`src/rtl/mem_arbiter.sv`:
```
// Byte-serial arbiter sharing one RAM port between instruction fetch (IF) and load/store (MEM).
// MEM has fixed priority; each access is split into byte beats and reassembled little-endian.
//
// state | meaning
// IDLE  | no access in flight; requests sampled here (MEM before IF)
// READ  | issuing read addresses, capturing ram_din one cycle behind
// WRITE | issuing one store byte per cycle
module mem_arbiter #(
    parameter int ADDR_WIDTH = 32
) (
    input  logic                  clk_in,
    input  logic                  rst_in,
    input  logic                  rdy_in,
    input  logic                  flush,
    input  logic                  if_req,
    input  logic [ADDR_WIDTH-1:0] if_addr,
    input  logic                  mem_req,
    input  logic                  mem_we,
    input  logic [1:0]            mem_width,
    input  logic [ADDR_WIDTH-1:0] mem_addr,
    input  logic [31:0]           mem_wdata,
    input  logic [7:0]            ram_din,
    output logic [7:0]            ram_dout,
    output logic [ADDR_WIDTH-1:0] ram_a,
    output logic                  ram_wr,
    output logic                  if_done,
    output logic [31:0]           if_data,
    output logic                  mem_done,
    output logic [31:0]           mem_rdata,
    output logic                  stall_req_if,
    output logic                  stall_req_mem
);

    typedef enum logic [1:0] {IDLE, READ, WRITE} state_t;
    typedef enum logic {OWN_IF, OWN_MEM} owner_t;

    state_t                state;
    owner_t                owner;
    logic [2:0]            cnt;
    logic [2:0]            len;
    logic [ADDR_WIDTH-1:0] base;
    logic [31:0]           wdata;
    logic [31:0]           rbuf;

    logic [31:0]           buf_next;
    logic [31:0]           word_out;
    logic [1:0]            cap_idx;
    logic                  addr_active;

    // ram_din carries the byte addressed in the previous beat
    assign cap_idx = cnt[1:0] - 2'd1;

    always_comb begin
        buf_next = rbuf;
        buf_next[{cap_idx, 3'b000} +: 8] = ram_din;
        case (len)
            3'd1:    word_out = {24'h0, buf_next[7:0]};
            3'd2:    word_out = {16'h0, buf_next[15:0]};
            default: word_out = buf_next;
        endcase
    end

    assign addr_active = ((state == READ) && (cnt < len)) || (state == WRITE);
    assign ram_a    = addr_active ? base + ADDR_WIDTH'(cnt) : '0;
    assign ram_dout = (state == WRITE) ? wdata[{cnt[1:0], 3'b000} +: 8] : 8'h00;
    assign ram_wr   = (state == WRITE) && rdy_in;

    assign stall_req_if  = if_req & ~if_done;
    assign stall_req_mem = mem_req & ~mem_done;

    always_ff @(posedge clk_in or posedge rst_in) begin
        if (rst_in) begin
            state     <= IDLE;
            owner     <= OWN_IF;
            cnt       <= 3'd0;
            len       <= 3'd0;
            base      <= '0;
            wdata     <= 32'h0;
            rbuf      <= 32'h0;
            if_done   <= 1'b0;
            if_data   <= 32'h0;
            mem_done  <= 1'b0;
            mem_rdata <= 32'h0;
        end else if (rdy_in) begin
            if_done  <= 1'b0;
            mem_done <= 1'b0;
            case (state)
                IDLE: begin
                    cnt <= 3'd0;
                    if (mem_req) begin
                        owner <= OWN_MEM;
                        base  <= mem_addr;
                        wdata <= mem_wdata;
                        case (mem_width)
                            2'b00:   len <= 3'd1;
                            2'b01:   len <= 3'd2;
                            default: len <= 3'd4;
                        endcase
                        state <= mem_we ? WRITE : READ;
                    end else if (if_req && !flush) begin
                        owner <= OWN_IF;
                        base  <= if_addr;
                        len   <= 3'd4;
                        state <= READ;
                    end
                end
                READ: begin
                    if (owner == OWN_IF && flush) begin
                        state <= IDLE;
                        cnt   <= 3'd0;
                    end else begin
                        if (cnt != 3'd0)
                            rbuf <= buf_next;
                        if (cnt == len) begin
                            state <= IDLE;
                            cnt   <= 3'd0;
                            if (owner == OWN_IF) begin
                                if_done <= 1'b1;
                                if_data <= word_out;
                            end else begin
                                mem_done  <= 1'b1;
                                mem_rdata <= word_out;
                            end
                        end else begin
                            cnt <= cnt + 3'd1;
                        end
                    end
                end
                WRITE: begin
                    if (cnt == len - 3'd1) begin
                        state    <= IDLE;
                        cnt      <= 3'd0;
                        mem_done <= 1'b1;
                    end else begin
                        cnt <= cnt + 3'd1;
                    end
                end
                default: begin
                    state <= IDLE;
                    cnt   <= 3'd0;
                end
            endcase
        end
    end

endmodule

```
`config.mk`:
```
export PLATFORM = sky130hd
export DESIGN_NAME = mem_arbiter
export DESIGN_NICKNAME = d
export VERILOG_FILES = /design/src/rtl/mem_arbiter.sv
export SDC_FILE = /design/constraint.sdc
export NUM_CORES = 1
export LEC_CHECK = 0
export ABC_CLOCK_PERIOD_IN_PS = 6200
export CAP_MARGIN = 20
export CELL_PAD_IN_SITES_DETAIL_PLACEMENT = 0
export CELL_PAD_IN_SITES_GLOBAL_PLACEMENT = 1
export CORE_MARGIN = 1
export CORE_UTILIZATION = 34
export DETAILED_ROUTE_END_ITERATION = 16
export GPL_ROUTABILITY_DRIVEN = 1
export PLACE_DENSITY_LB_ADDON = 0.1
export SLEW_MARGIN = 0
export SYNTH_ARGS = -nofsm -noshare
export SYNTH_HDL_FRONTEND = slang
export SYNTH_SLANG_ARGS = --single-unit
```
`constraint.sdc`:
```
create_clock -name clk_in -period 6.2 [get_ports clk_in]
set_clock_uncertainty 0.2 [all_clocks]
set_input_delay 1.55 -clock clk_in [delete_from_list [all_inputs] [get_ports clk_in]]
set_output_delay 1.55 -clock clk_in [all_outputs]
set_load 0.005 [all_outputs]
```
==> flow_metrics.tcl <==
set metrics [dict create \
    slew_headroom_pct 27.74 \
    ys_ff_latch 171 \
    yosys.area.top_type "dfrtp_1" \
    dp_slack_ns 1.090 \
    port_buffers 221 \
    worstMarginPinSlew_ns 1.084 \
    cts_resized 0 \
    coreArea_um2 24600 \
    maxCapViolCount 0 \
    grt_pass1_wl_um 37080 \
    synth_area_leaders "dfrtp_1, mux2_2, mux2i_1, a22o_1, a21oi_1" \
    htreeDepth 4 \
    path_class "reg2out" \
    numCtsBuffers 17 \
    clk_latency_ns 0.43 \
    grt_pass1_vias 6671 \
    synth_edf_count 0 \
    setup_viol_count_final 0 \
    chipWidth_um 161.3 \
    grt_max_degree 172 \
    cts_tree "yes" \
    synth_area_per_cell_um2 10.88 \
    async_flop_share_pct 100.0 \
    holdPathStages 2 \
    n_antenna_cell 0 \
    synthCells 793 \
    final-hold-violation-count 0 \
    status "finished, final reports clean" \
    synth_warnings 0 \
    hp-start "if_data[5]" \
    first_pass_iters 4 \
    finalWorstSetupSlack_ns 0.6570 \
    wire_per_inst_um 17.55 \
    ant_nets 0 \
    ys_seq_area_share_pct 49.58 \
    cts_buffer_depth 2 \
    grt.overflow.total 0 \
    holdWs_ns 0.2794 \
    synth_flop_cell "dfrtp_1" \
    die_h_um 161.3 \
    startpoint_type "flop" \
    power_mw 4.166 \
    min_to "if_data[5]" \
    cp_max_fo 16 \
    r2r_slack_ns 3.10 \
    dr.first_iter.drc_count 349 \
    ios 222 \
    cp_data_arrival_time_ns 3.79 \
    clkSlewWorstSetupHoldPaths_ns 0.07 \
    min_period_over_period_pct 89.40 \
    antenna_found_initial 1 \
    hpwl_um 16270 \
    area_growth_pct 35.89 \
    layout.nets 1124 \
    max_freq_mhz 180.4 \
    cts_hold_buf 0 \
    syn-cell-area_um2 8631 \
    synth_most_common_cell "dfrtp_1" \
    start_util_pct 35.08 \
    dpl_cell_area_um2 11140 \
    leakage_nw 5.018 \
    clock_sink_count 171 \
    fin_area_um2 11730 \
    syn_nets 925 \
    vias 6692 \
    drv_slew 0 \
    post_cts_buffers 0 \
    std_cell_rows 57 \
    rsz0062_at_grt "false" \
    end_kind "output pin" \
    drive_gt1_share_pct 14.24 \
    fin_setup_tns_ns 0 \
    synthTopCellsByCount "dfrtp_1, mux2_2, nand2_1, a21oi_1, o21ai_0" \
    min_path_type "reg2reg" \
    ir_worst_vdd_uv 145.1 \
    post-route-drc-count 0 \
    root_buffer "clkbuf_16" \
    place.gp.congestion 0.7375 \
    fin_crit_ns 5.543 \
    yosysUniqueCellTypes 49 \
    die-area_um2 26030 \
    reg2reg_to "rbuf[12]" \
    critPathRequiredTime_ns 4.45 \
    routed_wl_um 23310 \
    powerDensity_nw_per_um2 355.2 \
    viasPerCell 5.039 \
    r2r-start "cnt[0]" \
    reg2reg_depth 6 \
    track_usage_pct 18.35 \
    netlist.area_leader.share_pct 49.58 \
]
-- worst max-delay path, cell delays in order, from the launching register on --
cell and delay, ns:
dfrtp_1 0.32, buf_4 0.24, inv_1 0.15, fa_1 0.45, nor2b_1 0.40, o2111ai_1 0.48
or4_1 0.64, a21oi_1 0.16, clkdlybuf4s50_1 0.52
-- state kept, by name (all words and copies together) (netlist names) --
register	count
base	32
cnt	3
if_data	32
if_done	1
len	3
mem_done	1
mem_rdata	32
owner	1
rbuf	32
state	2
wdata	32
-- final cells by class --
type | instances | area [µm²]
Clock buffer | 17 | 425.4
Clock inverter | 14 | 158.9
Fill cell | 2359 | 12880
Inverter | 19 | 75.07
Multi-Input combinational cell | 551 | 4083
Sequential cell | 171 | 4279
Tap cell | 324 | 405.4
Timing Repair Buffer | 232 | 2302
-- per-stage QoR --
step,util [%],cells
floorplan,-,793
global placement,45.29,1297
detailed placement,45.29,1297
CTS,47.67,1328
global route,47.67,1328
finish,47.67,1328
-- per-layer routing --
| layer | track usage [%] | vias to the layer above | routed length [µm] | part of all wire [%] |
|---|---|---|---|---|
| li1 | - | 3253 | - | - |
| met1 | 24.65 | 3258 | 10620 | 46 |
| met2 | 30.17 | 166 | 11290 | 48 |
| met3 | 3.955 | 15 | 1197 | 5.1 |
| met4 | 4.331 | 0 | 204 | 0.88 |
| met5 | 0 | - | 0 | 0 |
-- layout by cell type (no fill, tap or decap), drive strengths merged, types with 2 or more instances in the layout --
master and n:
nor2 38, clkinvlp 3, xnor2 5, nor4bb 2, nand3 13, mux2 82, o211ai 3, o2111ai 2
a21oi 57, nand4 7, inv 22, clkdlybuf4s50 220, clkbuf 17, o31ai 17, dfrtp 171, or4 16
buf 12, mux4 8, nor2b 39, ha 18, nand2 68, and4 6, clkinv 8, nor3 3
xor2 5, or3 7, a22o 34, and2 14, mux2i 33, a211oi 2, o21ai 57
-- logic make-up (layout without fill, tap and decap cells) --
family          Yosys count  in the layout  synth area share, %
compound gates          181            181                13.16
xor+xnor                 11             11                1.290
mux                     123            123                16.61
simple gates            217            217                13.12
flops                   171            171                49.58
fa+ha+maj                19             19                2.841
buf+inv                  71            282                3.392
-- worst max-delay path by stage --
stage,depth (start not counted),to,from,slack (ns)
6_report,8,ram_a[28],cnt[1],0.66
5_1_grt,8,ram_a[28],cnt[1],0.33
2_1_floorplan,8,ram_a[30],cnt[1],1.78
3_3_place_gp,8,ram_a[30],cnt[1],1.12
3_5_place_dp,8,ram_a[26],cnt[1],1.09
4_1_cts,8,ram_a[26],cnt[1],0.61
-- where the power goes --
group | leakage, nW | switching (mW) | internal, mW
Combinational | 2.49 | 0.689 | 0.793
Sequential | 2.25 | 0.239 | 1.40
Clock | 0.278 | 0.510 | 0.535
Note: power is estimated with default switching activity, not from simulation.
